===== config.mk =====
export PLATFORM = sky130hd
export DESIGN_NAME = jt12_rst_seq
export DESIGN_NICKNAME = d
export VERILOG_FILES = /design/src/rtl/jt12_rst_pkg.sv /design/src/rtl/jt12_rst_hold.sv /design/src/rtl/jt12_rst_seq.sv
export SDC_FILE = /design/constraint.sdc
export NUM_CORES = 1
export LEC_CHECK = 0
export BUFFER_PORTS_ARGS = -buffer_cell sky130_fd_sc_hd__buf_2
export CAP_MARGIN = 20
export CORE_MARGIN = 2
export CORE_UTILIZATION = 46
export CTS_CLUSTER_DIAMETER = 80
export DETAILED_ROUTE_END_ITERATION = 8
export GPL_TIMING_DRIVEN = 1
export MAX_ROUTING_LAYER = met4
export PLACE_DENSITY = 0.83
export SKIP_CTS_REPAIR_TIMING = 1
export SYNTH_ARGS = -nofsm -noshare
export SYNTH_HDL_FRONTEND = slang
export SYNTH_SLANG_ARGS = --single-unit

===== constraint.sdc =====
create_clock -name clk -period 1.55 [get_ports clk]
set_clock_uncertainty 0.2 [all_clocks]
set_input_delay 0.31 -clock clk [delete_from_list [all_inputs] [get_ports clk]]
set_output_delay 0.31 -clock clk [all_outputs]
set_load 0.01 [all_outputs]

===== src/rtl/jt12_rst_pkg.sv =====
// Shared definitions for the jt12 reset sequencer: state encoding and
// default register-clear constants.
package jt12_rst_pkg;

  typedef enum logic [1:0] {
    ST_HOLD  = 2'd0,
    ST_CLEAR = 2'd1,
    ST_DONE  = 2'd2,
    ST_RUN   = 2'd3
  } rst_state_e;

  // Pan registers power up with both output channels enabled.
  localparam logic [7:0] PAN_BASE_DEF = 8'hB4;
  localparam logic [7:0] PAN_VAL_DEF  = 8'hC0;

endpackage


===== src/rtl/jt12_rst_hold.sv =====
// Reset hold counter: counts cen pulses while enabled and flags the pulse
// that completes the minimum hold time.
module jt12_rst_hold #(
  parameter int CNTW     = 5,
  parameter int HOLD_CYC = 16
) (
  input  logic clk,
  input  logic clr,
  input  logic en,
  input  logic cen,
  output logic tc
);

  logic [CNTW-1:0] cnt_q;
  logic [CNTW-1:0] cnt_d;

  always_comb begin
    cnt_d = cnt_q;
    if (clr) begin
      cnt_d = '0;
    end else if (en && cen) begin
      cnt_d = cnt_q + 1'b1;
    end
  end

  // Terminal count is the cen pulse that takes the count to HOLD_CYC.
  assign tc = !clr && en && cen && (cnt_q == CNTW'(HOLD_CYC - 1));

  always_ff @(posedge clk) begin
    cnt_q <= cnt_d;
  end

endmodule


===== src/rtl/jt12_rst_seq.sv =====
// Reset sequencer for the FM core: holds both reset domains, releases the
// clock-enable domain, clears the register file, then releases the core.
module jt12_rst_seq
  import jt12_rst_pkg::*;
#(
  parameter int             AW       = 8,
  parameter int             DW       = 8,
  parameter int             HOLD_CYC = 16,
  parameter int             CNTW     = 5,
  parameter logic [AW-1:0]  PAN_BASE = AW'(PAN_BASE_DEF),
  parameter logic [DW-1:0]  PAN_VAL  = DW'(PAN_VAL_DEF)
) (
  input  logic          clk,
  input  logic          rst,
  input  logic          cen,
  input  logic          soft_rst,
  input  logic          host_we,
  input  logic [AW-1:0] host_addr,
  input  logic [DW-1:0] host_din,
  output logic          rst_clkgen,
  output logic          rst_core,
  output logic          busy,
  output logic          host_wait,
  output logic          reg_we,
  output logic [AW-1:0] reg_addr,
  output logic [DW-1:0] reg_din
);

  rst_state_e    state_q, state_d;
  logic [AW-1:0] addr_q, addr_d;
  logic          rst_clkgen_q, rst_clkgen_d;
  logic          rst_core_q, rst_core_d;
  logic          busy_q, busy_d;
  logic          reg_we_q, reg_we_d;
  logic [AW-1:0] reg_addr_q, reg_addr_d;
  logic [DW-1:0] reg_din_q, reg_din_d;

  logic any_rst;
  logic hold_tc;
  logic is_pan;
  logic walk_last;

  assign any_rst = rst | soft_rst;

  jt12_rst_hold #(
    .CNTW     (CNTW),
    .HOLD_CYC (HOLD_CYC)
  ) u_hold (
    .clk (clk),
    .clr (any_rst),
    .en  (state_q == ST_HOLD),
    .cen (cen),
    .tc  (hold_tc)
  );

  // Wrapping subtraction keeps the pan window test a single compare.
  assign is_pan    = (addr_q - PAN_BASE) < AW'(3);
  assign walk_last = (addr_q == {AW{1'b1}});

  always_comb begin
    state_d      = state_q;
    addr_d       = addr_q;
    rst_clkgen_d = rst_clkgen_q;
    rst_core_d   = rst_core_q;
    busy_d       = busy_q;
    reg_we_d     = reg_we_q;
    reg_addr_d   = reg_addr_q;
    reg_din_d    = reg_din_q;

    if (any_rst) begin
      state_d      = ST_HOLD;
      addr_d       = '0;
      rst_clkgen_d = 1'b1;
      rst_core_d   = 1'b1;
      busy_d       = 1'b1;
      reg_we_d     = 1'b0;
      reg_addr_d   = '0;
      reg_din_d    = '0;
    end else begin
      case (state_q)
        ST_HOLD: begin
          reg_we_d = 1'b0;
          if (hold_tc) begin
            state_d      = ST_CLEAR;
            rst_clkgen_d = 1'b0;
          end
        end
        ST_CLEAR: begin
          reg_we_d   = 1'b1;
          reg_addr_d = addr_q;
          reg_din_d  = is_pan ? PAN_VAL : '0;
          addr_d     = addr_q + 1'b1;
          if (walk_last) begin
            state_d = ST_DONE;
          end
        end
        ST_DONE: begin
          reg_we_d   = 1'b0;
          rst_core_d = 1'b0;
          busy_d     = 1'b0;
          state_d    = ST_RUN;
        end
        default: begin
          // Host owns the port; data and address only move on a write.
          reg_we_d = host_we;
          if (host_we) begin
            reg_addr_d = host_addr;
            reg_din_d  = host_din;
          end
        end
      endcase
    end
  end

  always_ff @(posedge clk) begin
    state_q      <= state_d;
    addr_q       <= addr_d;
    rst_clkgen_q <= rst_clkgen_d;
    rst_core_q   <= rst_core_d;
    busy_q       <= busy_d;
    reg_we_q     <= reg_we_d;
    reg_addr_q   <= reg_addr_d;
    reg_din_q    <= reg_din_d;
  end

  assign rst_clkgen = rst_clkgen_q;
  assign rst_core   = rst_core_q;
  assign busy       = busy_q;
  assign host_wait  = busy_q;
  assign reg_we     = reg_we_q;
  assign reg_addr   = reg_addr_q;
  assign reg_din    = reg_din_q;

endmodule

==> impl_metrics.yaml <==
run_status:
  status: "finished with violations"
  violations: "setup timing"
timing:
  fin_crit_sh: 1.06
  setup_slack_ns: -0.0879
  worst_pin_slew_ns: 0.363
  holdWs_ns: 0.0280
  max_slew_margin: 0.758
  setup_viol: 18
  final_hold_viol_count: 0
  grt_setup_unrepaired: "yes"
  maxSlewViolCount: 0
  max_freq_mhz: 611
  final.min_clock_period_ns: 1.64
  finalSetupTns_ns: -0.764
floorplanning:
  num_io_pins: 42
  dieWidth_um: 63.0
  fp-row-count: 21
  coreArea_mm2: 0.00334
  die_area_mm2: 0.00397
  die_y_um: 63.0
  floorplan.initialDensity: 0.480
routing:
  drtIter0Drc: 72
  wl_met1_um: 1770
  routed-wl-met3_um: 185
  first_pass_iters: 4
  drc: 0
  wl_met2_um: 2200
  wl_um: 4240
  post_drt_via_cell_ratio: 5.18
  routed.top_layer: "met4"
  routedWlPerCell_um: 15.0
  ant_nets: 0
  vias: 1467
clocking:
  insertion_delay_ns: 0.34
  clockBufferDepth: 2
  root_buffer: "clkbuf_4"
  numCtsBuffers: 5
  cts_max_level: 2
  clock_sinks: 34
  clk_pin_slew_worst_paths_ns: 0.10
  cts_tree: "yes"
grt:
  grt_pass1_wl_um: 5480
  grt_max_degree: 29
  track_usage: 0.182
  antenna_found_initial: 0
  grt_pass1_vias: 1305
  grt_overflow: 0
placed_design:
  placed_cell_area_mm2: 0.00196
  place_congestion: 0.773
  dp.cells: 266
  dpl.hpwl_um: 2340
  portBuffers: 41
logic_synthesis:
  syn-num-nets: 201
  ys_ff_latch: 34
  synth.distinct_cells: 29
  synth.avg_cell_area_um2: 9.37
  yosysTopAreaCell: "dfxtp_1"
  synthCells: 171
  ys_top_cells_by_area: "dfxtp_1 42%, mux2i_1 7.5%, ha_1 7.0%"
  syn-cell-area_mm2: 0.00160
  yosys_warnings: 0
  yosysSeqAreaShare: 0.425
  synth.top_cell.area_share: 0.425
layout:
  syn2layout_area_growth_pct: 45.7
  final_area_mm2: 0.00233
  n_fill_cell: 251
  nets: 267
  drive_above_1_share: 0.498
  layoutNonFillerInstCount: 283
  num_antenna_cells: 0
pwr:
  powerDensity_mw_per_mm2: 673
  peakVddDrop_mv: 0.409
  p_leak_nw: 0.952
  power_mw: 1.57
worst_setup_path:
  cp-end-kind: "flip-flop"
  cp.required_ns: 1.61
  crit_fanout: 8
  cp-start-kind: "flip-flop"
  crit_arrival_ns: 1.70
  path_class: "flip-flop to flip-flop"
run:
  drv_cap: 0
worst_hold_path:
  hold_class: "input pin to flip-flop"
-- report_power, final --
group	switching, mW	total (mW)	internal (mW)
clock network	0.293	0.604	0.311
registers	0.00232	0.875	0.873
logic	0.0492	0.0930	0.0438
total	0.344	1.57	1.23
-- cell type report --
type,count,area (um^2),share of cell area
timing repair buffer,69,482,0.206
sequential,34,691,0.296
inverter,5,27.5,0.0118
tap,46,57.6,0.0247
timing repair inverter,1,5.00,0.00214
multi-input combinational,121,996,0.427
clock buffer,7,76.3,0.0327
-- layout by cell type, fill, tap and decap left out, drive strengths merged --
cell / n
dfxtp: 34
a21oi: 12
buf: 67
nand4b: 1
or2: 1
nand4: 5
xnor2: 2
a311oi: 1
a211oi: 8
inv: 4
clkinvlp: 2
nor4: 1
nor2: 22
xor2: 6
nand3b: 1
o21a: 1
o21ai: 8
ha: 9
mux2i: 12
and3: 2
nand2: 18
clkbuf: 9
nand3: 7
or3: 3
and2: 1
-- metrics by stage --
stage / setup slack [ns] / utilization
2_1_floorplan: -0.0158 / -
3_3_place_gp: -0.0588 / 0.587
3_5_place_dp: -0.101 / 0.587
4_1_cts: -0.120 / 0.610
5_1_grt: -0.150 / 0.700
6_report: -0.0879 / 0.700
-- cells by family after synthesis --
kind of cell	synth area share
AND/OR/NAND/NOR	0.184
flip-flops	0.425
AO/OA/AOI/OAI	0.136
buffers and inverters	0.0663
multiplexers	0.0749
adder cells (fa/ha/maj)	0.0703
XOR/XNOR	0.0437
-- cell usage after synthesis --
cell / n
nand3_1: 7
buf_2: 4
a211oi_2: 7
ha_1: 9
buf_6: 4
nand3b_1: 1
xnor2_1: 2
a211oi_1: 1
nand2_1: 18
xor2_1: 6
nor2_1: 22
inv_1: 4
o21a_1: 1
buf_4: 3
nor4_1: 1
clkinv_1: 1
dfxtp_1: 34
o21ai_1: 2
or3_1: 3
nand4_2: 2
a311oi_2: 1
or2_1: 1
a21oi_1: 12
nand4_1: 3
and2_1: 1
mux2i_1: 12
o21ai_0: 6
and3_1: 2
nand4b_1: 1
-- final timing paths --
check,startpoint,to,slack [ns],cells after the start
worst max-delay path,state_q[1],reg_addr[0],-0.09,6
worst min-delay path,host_din[3],reg_din[3],0.03,3
worst max register to register,state_q[1],reg_addr[0],-0.09,6
worst min register to register,rst_clkgen,rst_clkgen,0.25,2
-- flip-flops by register name, summed over array words and instances, names as in the netlist --
register and cells:
addr_q 8, busy 1, reg_addr 8, reg_din 8
reg_we 1, rst_clkgen 1, state_q 2, u_hold.cnt_q 5
-- per-layer routing --
metal	track usage	up-vias
met5	-	-
li1	-	719
met3	0.0432	10
met1	0.210	697
met2	0.289	41
met4	0.100	0
-- worst max-delay path, stage by stage (launching register included) --
cell       delay [ns]
dfxtp_4          0.41
inv_4            0.06
ha_4             0.20
o21a_4           0.24
clkbuf_16        0.18
buf_6            0.12
a211oi_2         0.15
(Power assumes the default switching activity.)
